===== src/rtl/scroll_trace_render_pkg.sv =====
// Shared pixel types, colour constants and trace row defaults for the waveform renderer.
// Pure definitions; no logic, no latency, no flow control.
package scroll_trace_render_pkg;

  typedef logic [11:0] rgb_t;

  localparam rgb_t BLANK_RGB     = 12'h000;
  localparam rgb_t TRACE_RGB_DEF = 12'h0F0;
  localparam rgb_t GRID_RGB_DEF  = 12'h333;
  localparam rgb_t BG_RGB_DEF    = 12'h000;

  localparam int HI_Y_DEF = 100;
  localparam int LO_Y_DEF = 200;

endpackage


===== src/rtl/trace_pixel_logic.sv =====
// Colour decision for one pixel of the trace, grid and background layers.
// Purely combinational, zero latency; no backpressure (free-running pixel stream).
module trace_pixel_logic
  import scroll_trace_render_pkg::*;
#(
  parameter int   MAX       = 480,
  parameter int   HI_Y      = HI_Y_DEF,
  parameter int   LO_Y      = LO_Y_DEF,
  parameter int   GRID_LOG2 = 5,
  parameter rgb_t TRACE_RGB = TRACE_RGB_DEF,
  parameter rgb_t GRID_RGB  = GRID_RGB_DEF,
  parameter rgb_t BG_RGB    = BG_RGB_DEF
) (
  input  logic [9:0]  x1,
  input  logic [9:0]  y1,
  input  logic        von1,
  input  logic        s,
  input  logic        p,
  output logic [11:0] rgb
);

  localparam logic [9:0] MAX_X = 10'(MAX);
  localparam logic [9:0] HI_R  = 10'(HI_Y);
  localparam logic [9:0] LO_R  = 10'(LO_Y);

  logic level_hit;
  logic edge_hit;
  logic grid_hit;

  assign level_hit = (s && (y1 == HI_R)) || (!s && (y1 == LO_R));
  // Vertical stroke joins the two level rows wherever the sample changed.
  assign edge_hit  = (s != p) && (x1 != '0) && (y1 >= HI_R) && (y1 <= LO_R);
  assign grid_hit  = (x1[GRID_LOG2-1:0] == '0) || (y1[GRID_LOG2-1:0] == '0);

  always_comb begin
    rgb = BG_RGB;
    if (!von1)              rgb = BLANK_RGB;
    else if (x1 >= MAX_X)   rgb = BG_RGB;
    else if (level_hit)     rgb = TRACE_RGB;
    else if (edge_hit)      rgb = TRACE_RGB;
    else if (grid_hit)      rgb = GRID_RGB;
    else                    rgb = BG_RGB;
  end

endmodule


===== src/rtl/scroll_trace_render.sv =====
// Draws the scrolling 1-bit sample buffer as a logic-analyzer trace; rgb/hsync/vsync lag inputs by 2 cycles.
// No backpressure: one pixel per clock, buffer read data expected exactly 1 cycle after addr_r.
module scroll_trace_render
  import scroll_trace_render_pkg::*;
#(
  parameter int   ADDR_WIDTH = 9,
  parameter int   MAX        = 480,
  parameter int   HI_Y       = HI_Y_DEF,
  parameter int   LO_Y       = LO_Y_DEF,
  parameter int   GRID_LOG2  = 5,
  parameter rgb_t TRACE_RGB  = TRACE_RGB_DEF,
  parameter rgb_t GRID_RGB   = GRID_RGB_DEF,
  parameter rgb_t BG_RGB     = BG_RGB_DEF
) (
  input  logic                  clk,
  input  logic                  reset,
  input  logic [9:0]            x,
  input  logic [9:0]            y,
  input  logic                  video_on,
  input  logic                  hsync_in,
  input  logic                  vsync_in,
  output logic [ADDR_WIDTH-1:0] addr_r,
  input  logic                  sample,
  output logic [11:0]           rgb,
  output logic                  hsync,
  output logic                  vsync
);

  localparam logic [9:0] MAX_X = 10'(MAX);

  logic [9:0] x1;
  logic [9:0] y1;
  logic       von1;
  logic       hs1;
  logic       vs1;
  logic       prev;
  logic       p_eff;
  rgb_t       pix_rgb;

  assign addr_r = (x < MAX_X) ? x[ADDR_WIDTH-1:0] : '0;

  // Column 0 never compares against the previous line's last sample.
  assign p_eff = (x1 == '0) ? sample : prev;

  trace_pixel_logic #(
    .MAX       (MAX),
    .HI_Y      (HI_Y),
    .LO_Y      (LO_Y),
    .GRID_LOG2 (GRID_LOG2),
    .TRACE_RGB (TRACE_RGB),
    .GRID_RGB  (GRID_RGB),
    .BG_RGB    (BG_RGB)
  ) u_pixel (
    .x1   (x1),
    .y1   (y1),
    .von1 (von1),
    .s    (sample),
    .p    (p_eff),
    .rgb  (pix_rgb)
  );

  always_ff @(posedge clk) begin
    if (reset) begin
      x1    <= '0;
      y1    <= '0;
      von1  <= 1'b0;
      hs1   <= 1'b0;
      vs1   <= 1'b0;
      prev  <= 1'b0;
      rgb   <= '0;
      hsync <= 1'b0;
      vsync <= 1'b0;
    end else begin
      x1    <= x;
      y1    <= y;
      von1  <= video_on;
      hs1   <= hsync_in;
      vs1   <= vsync_in;
      rgb   <= pix_rgb;
      hsync <= hs1;
      vsync <= vs1;
      if (von1 && (x1 < MAX_X)) prev <= sample;
    end
  end

endmodule

===== config.mk =====
export PLATFORM = sky130hd
export DESIGN_NAME = scroll_trace_render
export DESIGN_NICKNAME = d
export VERILOG_FILES = /design/src/rtl/scroll_trace_render_pkg.sv /design/src/rtl/trace_pixel_logic.sv /design/src/rtl/scroll_trace_render.sv
export SDC_FILE = /design/constraint.sdc
export NUM_CORES = 1
export LEC_CHECK = 0
export ABC_CLOCK_PERIOD_IN_PS = 2000
export CORE_UTILIZATION = 40
export DETAILED_ROUTE_END_ITERATION = 8
export PLACE_DENSITY = 0.79
export SKIP_LAST_GASP = 1
export SYNTH_ARGS = -nofsm -noshare
export SYNTH_HDL_FRONTEND = slang
export SYNTH_SLANG_ARGS = --single-unit

===== constraint.sdc =====
create_clock -name clk -period 2 [get_ports clk]
set_clock_uncertainty 0.1 [all_clocks]
set_input_delay 0.2 -clock clk [delete_from_list [all_inputs] [get_ports clk]]
set_output_delay 0.2 -clock clk [all_outputs]
set_load 0.01 [all_outputs]

Yosys cells after proc, flatten, opt, wreduce, memory -nomap -nowiden
Index checks and enable logic that the tools add are counted.
{"block": "word_totals", "ramBits": 0, "reg_bits": 36, "latchBits": 0, "mem_count": 0, "rom_bits": 0}
{"block": "classes", "reduce_logical": 15, "n_eq_ne": 3, "mux": 5, "add_sub_neg": 0, "n_lt_le_gt_ge": 5, "bitwise_logic": 1, "shifts": 0, "n_mul": 0, "div_mod_pow": 0}
{"op": "$lt 10x9->1 const B", "n": 2}
{"op": "$mux 8", "n": 2}
{"op": "$eq 10x7->1 const B", "n": 1}
{"op": "$eq 10x8->1 const B", "n": 1}
{"op": "$ge 10x7->1 const B", "n": 1}
{"op": "$ge 10x9->1 const B", "n": 1}
{"op": "$le 10x8->1 const B", "n": 1}
{"op": "$logic_not 10->1", "n": 1}
{"op": "$logic_not 5->1", "n": 2}
{"op": "$mux 10", "n": 1}
{"op": "$reduce_bool 10->1", "n": 1}
{"op": "$mux 9", "n": 1}
{"op": "$logic_and 1x1->1", "n": 6}
{"op": "$reduce_or 5->1", "n": 1}
{"op": "$reduce_or 3->1", "n": 1}
{"op": "$logic_or 1x1->1", "n": 2}
{"op": "$logic_not 1->1", "n": 1}
{"op": "$mux 1", "n": 1}
{"op": "$ne 1x1->1", "n": 1}
{"op": "$not 1->1", "n": 1}

Longest topological paths before layout
{"block": "depth", "word_depth": 8, "ltp_mapped": 4, "ltp_nobuf": 4}

By module
From an unflattened synthesis, not the netlist that was laid out.
{"block": "unflattened", "hier_cells": 141, "hier_area_um2": 1420.1}
{"module": "scroll_trace_render", "area_per_inst_um2": 1141.1, "cells_per_inst": 100, "n_inst": 1}
{"module": "trace_pixel_logic", "area_per_inst_um2": 279.0, "cells_per_inst": 41, "n_inst": 1}

Least setup slack after synthesis
No wires, ideal clock.
{"block": "synth_path", "path_type": "register -> register", "startpoint": "register x1[1]", "endpoint": "register rgb[8]", "stages_incl_launch_ff": 5, "path_slack_ns": 0.471, "period_less_slack_ns": 1.529, "path_buffers": 0, "setup_time_ns": 0.087, "arrival_time_ns": 1.342, "path_cell_list": "dfxtp_1 or4_4 nor4_4 nor4_1 nor4b_2"}
{"block": "synth_between", "elab_chain_len": 7, "elab_cells_between_ends": 12}
{"item": "start, declared", "line_no": "scroll_trace_render.sv:31", "source": "logic [9:0] x1;"}
{"item": "start signal, assigned", "line_no": "scroll_trace_render.sv:64", "source": "x1 <= '0;"}
{"item": "start signal, assigned", "line_no": "scroll_trace_render.sv:74", "source": "x1 <= x;"}
{"item": "$logic_not 10->1", "line_no": "scroll_trace_render.sv:43", "source": "assign p_eff = (x1 == '0) ? sample : prev;"}
{"item": "$mux 1", "line_no": "scroll_trace_render.sv:43"}
{"item": "$ne 1x1->1", "line_no": "trace_pixel_logic.sv:32", "source": "assign edge_hit = (s != p) && (x1 != '0) && (y1 >= HI_R) && (y1 <= LO_R);"}
{"item": "$logic_and 1x1->1 (3 in series)", "line_no": "trace_pixel_logic.sv:32"}
{"item": "$reduce_or 5->1 (no line)"}
{"item": "end signal, assigned", "line_no": "scroll_trace_render.sv:79", "source": "rgb <= pix_rgb;"}
{"item": "end, declared", "line_no": "scroll_trace_render.sv:24", "source": "output logic [11:0] rgb,"}
Parallel ways exist; a longest one is shown, timed or not.
A chain may end at the register's enable or synchronous reset.

Worst setup path in the final report
{"block": "layout_path", "startpoint": "input port x[5]", "endpoint": "output port addr_r[0]"}
{"block": "layout_between", "elab_chain_len": 2}
{"item": "start, declared", "line_no": "scroll_trace_render.sv:17", "source": "input logic [9:0] x,"}
{"item": "$lt 10x9->1", "line_no": "scroll_trace_render.sv:40", "source": "assign addr_r = (x < MAX_X) ? x[ADDR_WIDTH-1:0] : '0;"}
{"item": "$mux 9", "line_no": "scroll_trace_render.sv:40"}
{"item": "end, declared", "line_no": "scroll_trace_render.sv:22", "source": "output logic [ADDR_WIDTH-1:0] addr_r,"}
Every way passes these cells.

==> flow_summary.ini <==
[status]
status = completed

[critical_path]
worstPathRequired_ps = 1700
crit_slowest_cell = clkdlybuf4s50_1
cp_max_fo = 9
critPathLaunchType = primary input
end_kind = output pin
cp_cell_sequence = clkdlybuf4s50_1, a41oi_2, buf_4, and2_1, dlygate4sd2_1
path_class = primary input to output pin
slowest_delay_ps = 510
worstPathArrival_ps = 1460

[synth]
netlist_instances = 107
yosys_warnings = 0
synth_cell_types = 27
synth.avg_cell_area_um2 = 10.4
seq_area_frac_synth_pct = 52.3
ys_ff_latch = 29
syn_area_um2 = 1110

[drt]
drc = 0
num_vias = 887
first_pass_iters = 4
vias_per_cell = 4.85
routedWlPerCell_um = 11.6
ant_nets = 0
drt_iter0_drc = 11
routed_wl_um = 2120

[clock_tree]
path_clk_slew_ps = 90
clkLatencyLatePin_ps = 320
cts_inserted_buffers = 5
htreeDepth = 2
clock_sinks = 29
cts_buffer_depth = 2
hold_buffers = 0
tritoncts = yes
cts-root-buf = clkbuf_4

[power]
p_total_uw = 1180
ir_worst_vdd_v = 0.000547
leakage_uw = 0.000695
powerDensity_nw_per_um2 = 724

[timing]
grt_setup_unrepaired = false
setup_viol = 0
drv_slew = 0
max_freq_mhz = 568
hold_viol_final = 0
finalCriticalPeriod_ps = 1760
fin_crit_sh_pct = 88.0

[placement]
gp_congestion = 0.698
place_hpwl_um = 1660
place_inst = 175
port_buffers = 44

[floorplan]
core_um2 = 2540
io_pins = 49
num_rows = 18
dieWidth_um = 54.7
initial_core_util_pct = 43.6
die_h_um = 54.7
dieArea_um2 = 2990

[cells_and_area]
final_util_pct = 63.8
diodes = 0
fill_cells = 214
area_growth_pct = 46.3
layout-drive-gt1-share_pct = 10.5
fin_nets = 178
instances_no_fill = 183

[global_route]
grt_pass1_wl_um = 3330
grtUsageTotal_pct = 16.7
grt-ovfl-total = 0
antenna_found_initial = 0
grt_max_degree = 27
grt_pass1_vias = 808

[min_path]
min_path_type = primary input to flip-flop

[flow_run]
drv_cap = 0
-- layer usage --
metal  up-vias  track usage (%)  part of all wire, %
met5         -                0                    0
met1       397             16.7                   39
met4         0             8.12                  1.5
met3         7             8.06                  7.4
met2        41             28.5                   52
li1        442                -                    -
-- Yosys cell counts (all sizes together) --
library cell | count | share of area (%)
a41oi | 1 | 0.79
conb | 1 | 0.34
nor4b | 1 | 1.4
a31oi | 3 | 1.7
nand4 | 1 | 0.56
mux2i | 1 | 0.90
nand3b | 2 | 1.4
a21oi | 3 | 1.4
nor4bb | 1 | 0.90
nor3 | 1 | 0.45
o311ai | 1 | 0.79
nor3b | 1 | 0.68
nor2b | 25 | 14
or4 | 3 | 2.4
buf | 9 | 6.1
or3 | 2 | 1.1
nand2 | 1 | 0.34
dfxtp | 29 | 52
nor2 | 4 | 1.4
or2 | 1 | 0.56
nor4 | 3 | 3.0
xnor2 | 1 | 0.79
and4b | 1 | 1.0
clkbuf | 2 | 0.68
and2 | 9 | 5.1
-- state kept, by name, summed over array words and instances (netlist names) --
signal,count
von1,1
vs1,1
hsync,1
hs1,1
prev,1
y1,10
x1,10
rgb,3
vsync,1
-- what timing repair did --
item / CTS / global route
gates cloned: 0 / 0
setup buffers: 0 / 0
pin swaps: 0 / 0
resized for setup: 4 / 6
setup endpoints to repair: 4 / 5
-- final timing paths --
| path | startpoint | cells past startpoint | end | slack (ps) |
|---|---|---|---|---|
| max | x[5] | 5 | addr_r[0] | 240 |
| min | y[6] | 2 | y1[6]$_SDFF_PP0_ | 330 |
| max reg2reg | x1[1]$_SDFF_PP0_ | 4 | rgb[8]$_SDFF_PP0_ | 330 |
| min reg2reg | vs1$_SDFF_PP0_ | 1 | vsync$_SDFF_PP0_ | 350 |
-- where the power goes --
group          leakage [µW]  internal (µW)  switching [µW]
registers          0.000241            606            16.2
logic              0.000413           99.7            60.9
clock network     0.0000413            203             190
total              0.000695            909             267
-- final cells by class --
cell class                      count  area, µm²  share of cell area (%)
Tap cell                           30       37.5                    2.31
Multi-Input combinational cell     70        473                    29.1
Timing Repair Buffer               46        463                    28.5
Sequential cell                    29        581                    35.7
Clock buffer                        7       65.1                    4.01
Clock inverter                      1       5.00                   0.308
-- cell usage in the layout, fill, tap and decap left out, types with 4 or more instances in the layout --
master,netlist,routed
dlymetal6s2s_1,0,5
dlygate4sd2_1,0,4
nor2_1,4,4
clkbuf_4,0,5
dfxtp_1,29,29
clkdlybuf4s50_1,0,35
conb_1,1,4
nor2b_1,25,25
and2_1,9,9
-- through the flow --
step           hold WS, ps  area, µm²  setup slack, ps  TNS [ps]
2_1_floorplan          172       1120              471         0
3_3_place_gp           322       1540             54.7         0
3_5_place_dp           332       1540            -31.4     -43.0
4_1_cts                320       1600             3.75         0
5_1_grt                307       1620              203         0
6_report               328       1620              241         0
-- kinds of logic (layout without fill, tap and decap cells) --
| logic type | after synthesis | in the layout | synth area share [%] |
|---|---|---|---|
| xor+xnor | 1 | 1 | 0.789 |
| mux | 1 | 1 | 0.902 |
| flops | 29 | 29 | 52.3 |
| other cells | 1 | 4 | 0.338 |
| buf+inv | 11 | 54 | 6.76 |
| simple gates | 56 | 56 | 34.3 |
| compound gates | 8 | 8 | 4.62 |
-- worst max-delay path, delay by kind of cell --
kind / cells / cell delay [ps]
compound gates: 1 / 130
simple gates: 1 / 160
buf+inv: 3 / 970
(Power assumes the default switching activity.)
